`config.mk`:
```
export PLATFORM = sky130hd
export DESIGN_NAME = gpio_checkpoint_monitor
export DESIGN_NICKNAME = d
export VERILOG_FILES = /design/src/rtl/gpio_checkpoint_monitor.sv
export SDC_FILE = /design/constraint.sdc
export NUM_CORES = 1
export LEC_CHECK = 0
export ABC_AREA = 1
export CAP_MARGIN = 25
export CORE_ASPECT_RATIO = 1.75
export CORE_MARGIN = 5
export CORE_UTILIZATION = 35
export DETAILED_ROUTE_END_ITERATION = 16
export PLACE_DENSITY = 0.69
export SYNTH_ARGS = -nofsm -noshare
export SYNTH_HDL_FRONTEND = slang
export SYNTH_SLANG_ARGS = --single-unit
```
`constraint.sdc`:
```
create_clock -name clock -period 5.55 [get_ports clock]
set_clock_uncertainty 0.2 [all_clocks]
set_input_delay 1.11 -clock clock [delete_from_list [all_inputs] [get_ports clock]]
set_output_delay 1.11 -clock clock [all_outputs]
set_load 0.1 [all_outputs]
```
`src/rtl/gpio_checkpoint_monitor.sv`:
```
// gpio_checkpoint_monitor
//
// Watches a GPIO probe bus for an ordered list of progress signatures written
// by the firmware under test. Each probe value must be held for STABLE_CYCLES
// consecutive cycles before it is accepted. An accepted value that equals the
// next expected checkpoint advances the index. A watchdog counted from run
// start ends the run with a timeout.
//
// Build option: GPIO_MON_STRICT_ORDER_EN
//   When this is defined, an accepted value that equals a later checkpoint,
//   and not the current one, ends the run in DONE_FAIL.
//   When it is undefined, such values are ignored and fail is tied low.
//
// Ports:
//   clock          in   system clock
//   resetb         in   synchronous active-low reset
//   enable         in   1 = run, 0 = abort / return to IDLE
//   probe          in   observed GPIO bits [WIDTH]
//   expect_vec     in   checkpoint k at [k*WIDTH +: WIDTH], latched at run start
//   busy           out  high while waiting for checkpoints
//   pass           out  sticky, all checkpoints matched in order
//   fail           out  sticky, strict-order violation (option only)
//   timeout        out  sticky, watchdog expired
//   checkpoint_idx out  number of checkpoints matched so far
//   cycle_count    out  cycles elapsed in the current run, saturating
//
// state          | meaning
// ---------------+-----------------------------------------------------------
// S_IDLE         | not running; outputs cleared; waiting for enable
// S_WAIT         | tracking probe stability and matching checkpoints
// S_DONE_PASS    | every checkpoint matched; outputs frozen until enable=0
// S_DONE_FAIL    | out-of-order checkpoint seen (strict build only)
// S_DONE_TIMEOUT | watchdog reached TIMEOUT_CYCLES before completion

module gpio_checkpoint_monitor #(
    parameter int WIDTH           = 8,
    parameter int NUM_CHECKPOINTS = 4,
    parameter int STABLE_CYCLES   = 4,
    parameter int TIMEOUT_CYCLES  = 70000
) (
    input  logic                                     clock,
    input  logic                                     resetb,
    input  logic                                     enable,
    input  logic [WIDTH-1:0]                         probe,
    input  logic [NUM_CHECKPOINTS*WIDTH-1:0]         expect_vec,
    output logic                                     busy,
    output logic                                     pass,
    output logic                                     fail,
    output logic                                     timeout,
    output logic [$clog2(NUM_CHECKPOINTS+1)-1:0]     checkpoint_idx,
    output logic [$clog2(TIMEOUT_CYCLES+1)-1:0]      cycle_count
);

    localparam int IW = $clog2(NUM_CHECKPOINTS + 1);
    localparam int CW = $clog2(TIMEOUT_CYCLES + 1);
    localparam int SW = $clog2(STABLE_CYCLES + 1);

    localparam logic [SW-1:0] STABLE_TC  = SW'(STABLE_CYCLES);
    localparam logic [CW-1:0] TIMEOUT_TC = CW'(TIMEOUT_CYCLES);
    localparam logic [IW-1:0] LAST_IDX   = IW'(NUM_CHECKPOINTS - 1);

    typedef enum logic [2:0] {
        S_IDLE,
        S_WAIT,
        S_DONE_PASS,
        S_DONE_FAIL,
        S_DONE_TIMEOUT
    } state_t;

    state_t                             state_q, state_d;
    logic [NUM_CHECKPOINTS*WIDTH-1:0]   exp_q, exp_d;
    logic [WIDTH-1:0]                   last_q, last_d;
    logic [SW-1:0]                      stable_q, stable_d;
    logic [IW-1:0]                      idx_q, idx_d;
    logic [CW-1:0]                      cnt_q, cnt_d;

    logic                               same;
    logic [SW-1:0]                      stable_trk;
    logic                               accepted;
    logic [WIDTH-1:0]                   cp_cur;
    logic                               match;
    logic                               ahead;
    logic [CW-1:0]                      cnt_inc;

    always_ff @(posedge clock) begin
        if (!resetb) begin
            state_q  <= S_IDLE;
            exp_q    <= '0;
            last_q   <= '0;
            stable_q <= '0;
            idx_q    <= '0;
            cnt_q    <= '0;
        end else begin
            state_q  <= state_d;
            exp_q    <= exp_d;
            last_q   <= last_d;
            stable_q <= stable_d;
            idx_q    <= idx_d;
            cnt_q    <= cnt_d;
        end
    end

    // Checkpoint currently being waited for.
    always_comb begin
        cp_cur = '0;
        for (int k = 0; k < NUM_CHECKPOINTS; k++) begin
            if (idx_q == IW'(k)) cp_cur = exp_q[k*WIDTH +: WIDTH];
        end
    end

    // Acceptance is the edge on which the stable count arrives at STABLE_CYCLES.
    // Once saturated on an unchanged value, the count stays there and cannot
    // accept again. A repeated checkpoint therefore needs the probe to change
    // in between.
    always_comb begin
        same       = (probe == last_q);
        stable_trk = SW'(1);
        if (same) begin
            stable_trk = (stable_q == STABLE_TC) ? stable_q : stable_q + SW'(1);
        end
        accepted = (stable_trk == STABLE_TC) && !(same && (stable_q == STABLE_TC));
        match    = accepted && (probe == cp_cur);
        cnt_inc  = (cnt_q == TIMEOUT_TC) ? cnt_q : cnt_q + CW'(1);
    end

`ifdef GPIO_MON_STRICT_ORDER_EN
    // A later checkpoint seen before the current one is an ordering violation.
    always_comb begin
        ahead = 1'b0;
        for (int k = 0; k < NUM_CHECKPOINTS; k++) begin
            if ((IW'(k) > idx_q) && (probe == exp_q[k*WIDTH +: WIDTH])) ahead = 1'b1;
        end
        ahead = ahead && accepted && (probe != cp_cur);
    end
`else
    assign ahead = 1'b0;
`endif

    always_comb begin
        state_d  = state_q;
        exp_d    = exp_q;
        last_d   = last_q;
        stable_d = stable_q;
        idx_d    = idx_q;
        cnt_d    = cnt_q;

        case (state_q)
            S_IDLE: begin
                if (enable) begin
                    state_d  = S_WAIT;
                    exp_d    = expect_vec;
                    cnt_d    = '0;
                    idx_d    = '0;
                    stable_d = '0;
                end
            end

            S_WAIT: begin
                if (!enable) begin
                    state_d  = S_IDLE;
                    idx_d    = '0;
                    cnt_d    = '0;
                    stable_d = '0;
                end else begin
                    last_d   = probe;
                    stable_d = stable_trk;
                    cnt_d    = cnt_inc;
                    if (match) idx_d = idx_q + IW'(1);
                    // Completion on the watchdog's final cycle still counts as a pass.
                    if (match && (idx_q == LAST_IDX)) begin
                        state_d = S_DONE_PASS;
                    end else if (ahead) begin
                        state_d = S_DONE_FAIL;
                    end else if (cnt_inc == TIMEOUT_TC) begin
                        state_d = S_DONE_TIMEOUT;
                    end
                end
            end

            S_DONE_PASS, S_DONE_FAIL, S_DONE_TIMEOUT: begin
                if (!enable) begin
                    state_d  = S_IDLE;
                    idx_d    = '0;
                    cnt_d    = '0;
                    stable_d = '0;
                end
            end

            default: state_d = S_IDLE;
        endcase
    end

    assign busy           = (state_q == S_WAIT);
    assign pass           = (state_q == S_DONE_PASS);
    assign timeout        = (state_q == S_DONE_TIMEOUT);
`ifdef GPIO_MON_STRICT_ORDER_EN
    assign fail           = (state_q == S_DONE_FAIL);
`else
    assign fail           = 1'b0;
`endif
    assign checkpoint_idx = idx_q;
    assign cycle_count    = cnt_q;

endmodule

```
# Yosys cells after proc, flatten, opt, wreduce, memory -nomap -nowiden
# Index checks and enable logic that the tools add are counted.
# totals
regBits	66
out_inout_bits	24
wordCells	63
input_bits	43
# classes
n_reduce_logical	14
n_addsub	3
eq_ne	17
muxes	23
# op_table
cell	n
2-to-1 mux 17 bit	4
case mux 17 bit (3 select lines)	1
equality test 17 bit, second input constant	2
2-to-1 mux 3 bit	11
2-to-1 mux 8 bit	4
case mux 3 bit (3 select lines)	3
adder 17 x 1 -> 17 bit, second input constant	1
equality test 8 bit	2
equality test 3 x 2 -> 1 bit, second input constant	4
equality test 3 bit, second input constant	3
adder 3 x 1 -> 3 bit, second input constant	2
equality test 3 x 1 -> 1 bit, second input constant	2
zero test 3 bit	2
AND reduction 3 bit	2
logical AND 1 bit	4
!= test 2 bit, second input constant	2
!= test 4 x 2 -> 1 bit, second input constant	1
AND reduction 2 bit	2
AND reduction 4 bit	1
!= test 3 x 2 -> 1 bit, second input constant	1
nonzero test 3 bit	1
OR reduction 3 bit	1
zero test 1 bit	1

# Longest topological paths before layout
# depth
depth_word	11
mapped_depth	19
mapped_depth_nobuf	19

# Least setup slack after synthesis
# No wires, ideal clock.
# synth_timing
path_type	register to register
startpoint	register state_q[1]
endpoint	register cnt_q[2], in the netlist cycle_count[2]
stages_incl_launch_ff	9
required_time_ns	5.280
path_buffers	1
arrival_ns	2.878
setup_slack_ns	2.402
setup_ns	0.070
period_less_slack_ns	3.148
path_cell_list	dfxtp_1 nor2_1 inv_1 nor2_1 nand2_1 clkinv_1 buf_1 nand3_1 a21oi_1
# synth_between
word_cells_on_any_way	11
cone_classes	eq/ne: 6; mux: 1; reduce/logical: 4
# synth_lines
element	line	text
start, declared	70	state_t state_q, state_d;
start signal, assigned	94	state_q <= state_d;
equality test 3 x 1 -> 1 bit *	n/a	
named net busy	46	output logic busy,
nonzero test 3 bit (no source line)	n/a	
AND reduction 3 bit (no source line)	n/a	
end signal, assigned	99	cnt_q <= cnt_d;
end, declared	75	logic [CW-1:0] cnt_q, cnt_d;
# Mark *: on every way through the listed nets, which the timed path passes. The rest lies on a longest branch.
# A chain may end at the register's enable or synchronous reset.

# Worst setup path after layout
# layout_timing
startpoint	register state_q[1]
endpoint	output busy
# layout_between
elab_chain_cells	1
# layout_rtl
element	line	text
equality test 3 x 1 -> 1 bit	193	assign busy = (state_q == S_WAIT);
end, declared	46	
# No other way between the ends.

==> results.py <==
metrics = {
    "grt": {
        "grt_max_degree": 54,
        "grt_use_total": 0.176,
        "grt_overflow_total": 0,
        "via_count_of_the_first_global_routing_pass": 4052,
        "grt_pass1_wl_mm": 18.4,
        "initial_antenna_violation_count": 0,
    },
    "synth": {
        "syn_area_um2": 3870,
        "post_synth_num_cell_types": 33,
        "postSynthRegisterBits": 66,
        "syn_avg_cell_area_um2": 6.35,
        "yosys_warnings": 0,
        "seq_area_frac_synth": 0.341,
        "syn_nets": 662,
        "synthesized_instance_count": 610,
    },
    "setup_path": {
        "beginning_of_the_worst_register_to_register_path": "checkpoint_idx[0]",
        "cell_by_cell_trace_of_the_critical_path": "nor2_1 > inv_1 > nor2_1 > clkdlybuf4s50_1",
        "cp.depth": 4,
        "cp.arrival_ns": 2.36,
        "slowest_stage_cell_cp": "clkdlybuf4s50_1",
        "critical_path.endpoint_type": "output port",
        "r2r_cells": 17,
        "worst_setup_path_start_kind": "register",
        "timing.critical_path.to": "busy",
        "critical_path.top_delay_family": "buffers and inverters",
        "startpoint": "state_q[1]",
        "critical_path_buf_inv_count": 2,
        "critical_path.most_common_cell": "nor2_1",
        "regToRegSetupSlack_ns": 2.63,
        "endpoint_of_the_worst_slack_reg_to_reg_timing_path": "state_q[1]",
        "cp_max_fo": 4,
        "worst_path_largest_cell_delay_ns": 1.20,
        "timing_worst_setup_path_type": "reg -> out",
        "critPathRequiredTime_ns": 4.24,
    },
    "die": {
        "core.rowCount": 51,
        "design.die.area_um2": 13400,
        "total_i_o_pin_count": 67,
        "die_width_um": 89.5,
        "floorplan.initialDensity": 0.353,
        "fp.dieH_um": 149,
        "fp.coreArea_um2": 11000,
    },
    "cts": {
        "clock_path_buffers": 2,
        "cts_resized": 0,
        "cts_inserted_buffers": 9,
        "clock_insertion_delay_worst_skew_ns": 0.33,
        "h-tree-depth": 3,
        "cts_tree": "done",
        "clkSlewWorstSetupHoldPaths_ns": 0.05,
        "clk_sink_count": 66,
        "clock_tree.root_cell": "clkbuf_16",
        "cts_post_setup_buffers_inserted": 0,
        "cts_hold_buf": 0,
    },
    "cells_and_area": {
        "utilization_after_layout": 0.450,
        "layout-drive-gt1-share": 0.0746,
        "area_growth_syn_to_layout_pct": 27.4,
        "antenna-diode-count": 0,
        "nNetsFinal": 717,
        "layout_common_cells": "nand2_1 (178), nand3_1 (76), dfxtp_1 (66), clkdlybuf4s50_1 (65), a21oi_1 (64)",
        "final_cell_count_no_fill": 802,
        "layout.filler_cells": 1142,
        "most_common_library_cell_in_the_layout_ignoring_fill_and_taps": "nand2_1",
    },
    "timing": {
        "finalWorstPathRequiredPeriod_ns": 3.67,
        "max-slew-margin-rel": 0.305,
        "rsz0062_at_grt": "no",
        "setup_total_negative_slack_ns": 0,
        "setup_viol_count_final": 0,
        "timing.final.max_slew_violations": 0,
        "number_of_hold_violations_in_the_final_report": 0,
        "max_slew.worst_pin.slew_ns": 1.04,
        "fmax_achieved_ghz": 0.272,
        "layout_worst_path_cycle_share": 0.661,
        "whs_ns": 0.268,
    },
    "drt": {
        "routed-via-count": 4085,
        "detail_route.wirelength_mm": 11.1,
        "detail_route.first_pass.iterations": 4,
        "remaining_drc_errors": 0,
        "drt.antenna.violating_nets": 0,
        "first_iter_violations": 184,
        "post_drt_via_cell_ratio": 5.09,
        "routedWlPerCell_um": 13.8,
    },
    "place": {
        "numPortBuffers": 65,
        "place.detailed.instances": 785,
        "finalWeightedCongestion": 0.905,
        "post-dp-hpwl_mm": 8.37,
    },
    "power_and_ir_drop": {
        "ir_worst_vdd_uv": 266,
        "cellPowerDensity_nw_per_um2": 270,
        "leakage_uw": 0.00192,
        "fin_total_pwr_uw": 1330,
    },
    "worst_hold_path": {
        "holdPathStages": 2,
        "holdCritPathClass": "reg -> reg",
    },
    "run_status": {
        "status": "finished, final reports clean",
    },
    "flow_run": {
        "cap_viol_max_count": 0,
    },
}
-- cell type report --
type                       count  area [um2]  share of cell area
sequential                    66        1320               0.268
clock buffer                  13         280              0.0568
inverter                      66         250              0.0507
tap                          132         165              0.0334
clock inverter                 3        21.3             0.00431
multi-input combinational    453        2190               0.444
timing repair buffer          69         708               0.143
-- synthesized netlist by cell type (all sizes together) --
library cell,n,area share
nand2,185,0.19
xnor2,6,0.014
conb,1,0.00097
nor3,9,0.013
nor2,43,0.046
ha,9,0.029
a21oi,64,0.083
clkinv,4,0.0039
a21o,1,0.0019
nand4,19,0.031
o21bai,1,0.0029
and2,1,0.0016
xor2,5,0.011
o21ai,24,0.033
nand3,76,0.098
or2,6,0.0097
clkbuf,17,0.016
a2bb2oi,1,0.0023
o211ai,2,0.0039
buf,8,0.013
inv,62,0.061
dfxtp,66,0.34
-- kinds of logic (layout without fill, tap and decap cells) --
group	Yosys count	after routing	share of synthesized area
xor gates and xnor gates	11	11	0.0249
buffers and inverters	91	151	0.0940
AOI/OAI and AO/OA	93	93	0.127
other	1	1	0.000968
and+or+nand+nor	339	339	0.384
DFF	66	66	0.341
adders and majority gates	9	9	0.0291
-- sequential cells by signal (all words and copies together), names as in the netlist --
register,flops
checkpoint_idx,3
last_q,8
state_q,3
stable_q,3
exp_q,32
cycle_count,17
-- how the worst min path moves through the flow --
stage          startpoint        end
6_report        exp_q[23]  exp_q[23]
5_1_grt         exp_q[16]  exp_q[16]
4_1_cts         exp_q[16]  exp_q[16]
3_5_place_dp    exp_q[16]  exp_q[16]
3_3_place_gp    exp_q[23]  exp_q[23]
2_1_floorplan   exp_q[19]  exp_q[19]
-- layer usage --
metal	part of all wire	vias up	track usage
li1	-	2087	-
met1	0.38	1843	0.183
met2	0.53	116	0.313
met3	0.043	39	0.0392
met4	0.043	0	0.0969
met5	0	-	0
-- report_power, final --
part | internal, uW | switching (uW)
clock | 351 | 200
sequential | 506 | 20.4
combinational | 94.4 | 163
-- stage by stage --
step	worst slack [ns]	cell area [um2]
global route	1.81	4940
global placement	1.83	4590
finish	1.88	4940
floorplan	2.40	3870
CTS	1.86	4910
detailed placement	1.65	4610
-- worst register-to-register path: stages (launching register included) --
cell and delay (ns):
dfxtp_1 0.41, ha_1 0.19, ha_1 0.41, inv_1 0.25, o21ai_1 0.13, inv_1 0.05
nand2_1 0.12, nand2_1 0.07, nand2_1 0.07, nand2_1 0.06, nor2_1 0.09, nand2_1 0.05
nor2_1 0.08, nand3_1 0.14, nand3_1 0.13, nand2_1 0.14, nand2_1 0.09, a21oi_1 0.06
Note: power is estimated with default switching activity, not from simulation.
==> variant 1: new RTL, same flow settings <==
Change the parameter `TIMEOUT_CYCLES` from 70000 to 140000.
--- a/src/rtl/gpio_checkpoint_monitor.sv
+++ b/src/rtl/gpio_checkpoint_monitor.sv
@@ -38,3 +38,3 @@
     parameter int STABLE_CYCLES   = 4,
-    parameter int TIMEOUT_CYCLES  = 70000
+    parameter int TIMEOUT_CYCLES  = 140000
 ) (
Ports: changed (resized cycle_count); port bits go from 67 to 68. The function was not compared with the original's and may differ.
==> variant 1 against the unedited design <==
- non-clock buffer count increased by 2
- worst setup slack improved by 40 ps
- worst hold slack got worse by 12 ps
- power increased by 6.6%
- wire length increased by 2.7%
- design area increased by 1.4%
- sequential cell count increased by 1
- synthesized area increased by 1.2%
- largest power group unchanged
==> variant 1: results (changes against the unedited design) <==
* Total routing resource utilization after global routing at 0.174 (was 0.176)
* Placed cell area at 4660 um^2 (was 4610 um^2)
* Leakage power at 1.98 nW (was 1.92 nW)
* Logic gate share of total power at 0.195 (was 0.193)
* Worst slack, placed at 1580 ps (was 1650 ps)
* Net Count, Synth at 667 (was 662)
* Pre-antenna DRT Iters at 5 (was 4)
* Largest net degree at the start of global routing at 41 (was 54)
* First-pass GRT wire length at 19.0 mm (was 18.4 mm)
* PortBufs at 66 (was 65)
* Ratio of cells with drive above 1 in the final layout at 0.0679 (was 0.0746)
* Largest register FFs at 32 (unchanged)
* Final standard cell count with taps included and fillers excluded at 809 (was 802)
* Slew at the pin with the worst max-slew slack at 1030 ps (was 1040 ps)
* Proportion of synthesized chip area in sequential cells at 0.342 (was 0.341)
* Post-layout net count at 724 (was 717)
* IR drop worst, VDD at 0.157 mV (was 0.266 mV)
* Run status: completed (unchanged)
* Area contributors post-synth: dfxtp_1, nand2_1, nand3_1 (unchanged)
* Number of global-route vias before repair at 4184 (was 4052)
* Net load switching power at 0.418 mW (was 0.383 mW)
* Ranking of synthesized cells by instance count: nand2_1, nand3_1, dfxtp_1, a21oi_1, inv_1 (unchanged)
* HPWL reported at the end of detailed placement at 8.58 mm (was 8.37 mm)
* Syn avg cell area at 6.38 um^2 (was 6.35 um^2)
* Number of DRC markers in iteration 0 at 274 (was 184)
* Aggregate routed wire length at 11.4 mm (was 11.1 mm)
* Placed Instances at 792 (was 785)
* Count of unique library cells instantiated by Yosys at 37 (was 33)
* Combinational Power at 0.278 mW (was 0.257 mW)
* Flip-flop and latch power at 0.532 mW (was 0.526 mW)
* CP arrival at 2320 ps (was 2360 ps)
* Number of gates given a new drive strength after cts at 0 (unchanged)
* Number of vias in the routed layout at 4130 (was 4085)
* Final weighted congestion of routability-driven global placement at 0.907 (was 0.905)
==> variant 1: changes by cell type in the layout (fill, tap and decap cells not counted), moves of 4 or more <==
cell      delta
clkbuf_8     -4
inv_1        +8
nand2_1     +13
nand2_2      -4
nand3_1      -6
nand4_1      -8
or2_2        -4
xnor2_1      -5
xor2_1       +5
==> variant 1: logic make-up (layout without fill, tap and decap cells) <==
family / after synthesis / after routing / synth area share
AND/OR/NAND/NOR: 332 / 332 / 0.372
AO/OA/AOI/OAI: 99 / 99 / 0.133
adder cells (fa/ha/maj): 9 / 9 / 0.0287
other: 1 / 1 / 0.000956
XOR/XNOR: 11 / 11 / 0.0246
flip-flops: 67 / 67 / 0.342
buffers and inverters: 96 / 158 / 0.0989
==> variant 1: final timing paths <==
path | startpoint | endpoint | slack, ps | depth (start not counted)
setup / recovery | state_q[1] | busy | 1920 | 4
hold reg to reg | exp_q[7] | exp_q[7] | 260 | 2
setup reg to reg | checkpoint_idx[2] | state_q[0] | 2620 | 17
hold / removal | exp_q[7] | exp_q[7] | 260 | 2
==> variant 1: worst reg2reg max path, cell delays in order, from the launching register on <==
cell,delay (ps)
dfxtp_1,400
inv_2,220
ha_1,440
inv_1,240
nand2_1,120
inv_1,40
nand2_1,110
nand2_1,80
nand2_1,60
nand2_1,40
nor2_1,100
nand2_1,70
nor2_2,160
nand3_1,150
nand3_1,110
nand2_1,110
o21bai_2,130
inv_1,40
==> variant 1: per-layer routing <==
layer	track usage	routed length, um	up-vias
li1	-	-	2096
met2	0.336	6370	101
met1	0.173	4170	1907
met3	0.0357	449	26
met5	0	0	-
met4	0.0835	410	0
==> variant 1: layout make-up <==
class,count,area [um^2]
clock buffers,10,229
clock inverters,6,90.1
fillers,1139,6030
inverters,71,268
multi-input cells,452,2200
flip-flops and latches,67,1340
well taps,132,165
repair buffers,71,718
==> variant 2: new RTL, same settings <==
Without the edit above. Encoding of `state_t`: now one-hot (5 bits for 5 states).
--- a/src/rtl/gpio_checkpoint_monitor.sv
+++ b/src/rtl/gpio_checkpoint_monitor.sv
@@ -61,8 +61,8 @@
 
-    typedef enum logic [2:0] {
-        S_IDLE,
-        S_WAIT,
-        S_DONE_PASS,
-        S_DONE_FAIL,
-        S_DONE_TIMEOUT
+    typedef enum logic [4:0] {
+        S_IDLE         = 5'b00001,
+        S_WAIT         = 5'b00010,
+        S_DONE_PASS    = 5'b00100,
+        S_DONE_FAIL    = 5'b01000,
+        S_DONE_TIMEOUT = 5'b10000
     } state_t;
Behaviour: same outputs for any inputs over 10 cycles, from zero or initial values and one cycle with resetb low; not proved beyond that.
==> variant 2 against the unedited design <==
- non-clock buffer count up 1
- count of clock-buffer cells in the layout down 4
- final cell count up 6.2%
- synthesized area up 6.0%
- wire length up 3.8%
- worst setup slack worse by 160 ps
- design area up 4.3%
- sequential cell count up 1
- clock power up 19%
- synthesized cell count up 8.0%
- power up 3.0%
==> variant 2: results (changes against the unedited design) <==
* Aggregate routed wire length at 11.5 mm (was 11.1 mm)
* Largest register FFs at 32 (unchanged)
* Number of gates given a new drive strength after cts at 0 (unchanged)
* Worst slack, placed at 2000 ps (was 1650 ps)
* R2r startpoint: checkpoint_idx[2] (was checkpoint_idx[0])
* Area occupied by multi-input gates at 2280 um^2 (was 2190 um^2)
* Largest reg by FF count: exp_q (unchanged)
* Synth Area in Compound Gates at 0.125 (was 0.127)
* Deepest level of the CTS H-tree at 3 (unchanged)
* Number of DRC markers in iteration 0 at 193 (was 184)
* Final weighted congestion of routability-driven global placement at 0.965 (was 0.905)
* Slew at the pin with the worst max-slew slack at 983 ps (was 1040 ps)
* Initial antenna violation count at 0 (unchanged)
* Ant. Diodes at 0 (unchanged)
* CP arrival at 2520 ps (was 2360 ps)
* Post-layout net count at 764 (was 717)
* Total CTS buffers at 9 (unchanged)
* First-pass GRT wire length at 19.2 mm (was 18.4 mm)
* Xor/xnor cell area share of the yosys netlist at 0.0128 (was 0.0249)
* IR drop worst, VDD at 0.162 mV (was 0.266 mV)
* Number of global-route vias before repair at 4238 (was 4052)
* Detail-routed via count per cell at 5.06 (was 5.09)
* Adder and majority gate portion of the synthesized area at 0.0274 (was 0.0291)
* Cell at the root of the clock tree: clkbuf_16 (unchanged)
* Slowest library cell on the worst path: clkdlybuf4s50_1 (unchanged)
* Area contributors post-synth: dfxtp_1, nand2_1, nand3_1 (unchanged)
* Multiplexer share of the synthesized area at 0 (unchanged)
* Worst path max stage delay at 1240 ps (was 1200 ps)
* Clock latency at the later pin of the worst-skew pair at 330 ps (about the same)
* Largest net degree at the start of global routing at 42 (was 54)
* Number of filler cells placed in the layout at 1221 (was 1142)
* Pre-antenna DRT Iters at 5 (was 4)
* Number of warnings printed during yosys synthesis at 0 (unchanged)
* HPWL reported at the end of detailed placement at 8.66 mm (was 8.37 mm)
* Proportion of synthesized chip area in sequential cells at 0.327 (was 0.341)
* Clock transition at the registers of the reported paths at 60 ps
* Ratio of cells with drive above 1 in the final layout at 0.0614 (was 0.0746)
* Placed cell area at 4810 um^2 (was 4610 um^2)
* Beginning of the critical path: state_q[2] (was state_q[1])
* Run status: completed (unchanged)
* Net Count, Synth at 711 (was 662)
* # Post-CTS Setup Buffers at 0 (unchanged)
* PortBufs at 65 (unchanged)
* Total routing resource utilization after global routing at 0.168 (was 0.176)
* Leakage power at 2.08 nW (was 1.92 nW)
* Proportion of synthesized flip-flops having asynchronous set or reset at 0 (unchanged)
* Count of unique library cells instantiated by Yosys at 37 (was 33)
* HP Start: exp_q[20] (was exp_q[23])
* TritonCTS clock tree: built (unchanged)
* Min-delay worst type: reg -> reg (unchanged)
* Ranking of synthesized cells by instance count: nand2_1, inv_1, nand3_1, dfxtp_1, a21oi_1 (was nand2_1, nand3_1, dfxtp_1, a21oi_1, inv_1)
==> variant 2: logic make-up (layout without fill, tap and decap cells) <==
family	after synthesis	after routing
and+or+nand+nor	362	362
AOI/OAI and AO/OA	99	99
adders and majority gates	9	9
DFF	67	67
other	1	1
xor gates and xnor gates	6	6
buffers and inverters	115	173
==> variant 2: path summary, 6_finish.rpt <==
kind | slack, ps | cells after the start | to
setup / recovery | 1720 | 4 | busy
hold / removal | 260 | 2 | exp_q[20]
setup reg to reg | 2560 | 17 | checkpoint_idx[0]
hold reg to reg | 260 | 2 | exp_q[20]
==> variant 2: critical path: cells and delay by family (launching register included) <==
kind | cells | cell delay [ps]
buffers and inverters | 2 | 1290
DFF | 1 | 330
and+or+nand+nor | 2 | 570
==> variant 2: metrics by stage <==
step | std cells | hold slack [ps]
final | 852 | 256
after floorplan | 659 | 230
after global routing | 852 | 280
after detailed placement | 836 | 251
after CTS | 852 | 260
after global placement | 836 | 244
==> variant 2: per-layer routing <==
| metal | vias to the layer above | global-route usage | part of all wire |
|---|---|---|---|
| met5 | - | 0 | 0 |
| met4 | 0 | 0.0943 | 0.036 |
| met3 | 28 | 0.0256 | 0.040 |
| met2 | 107 | 0.318 | 0.54 |
| met1 | 1939 | 0.171 | 0.38 |
| li1 | 2233 | - | - |
==> variant 2: final cells by class <==
| type | instances | area share |
|---|---|---|
| multi-input cells | 477 | 0.443 |
| flip-flops and latches | 67 | 0.260 |
| repair buffers | 70 | 0.134 |
| inverters | 87 | 0.0636 |
| clock buffers | 9 | 0.0437 |
| well taps | 135 | 0.0328 |
| clock inverters | 7 | 0.0226 |
==> variant 2: where the power goes <==
group	internal [mW]	switching [mW]
clock network	0.438	0.219
registers	0.504	0.0122
logic	0.0732	0.126
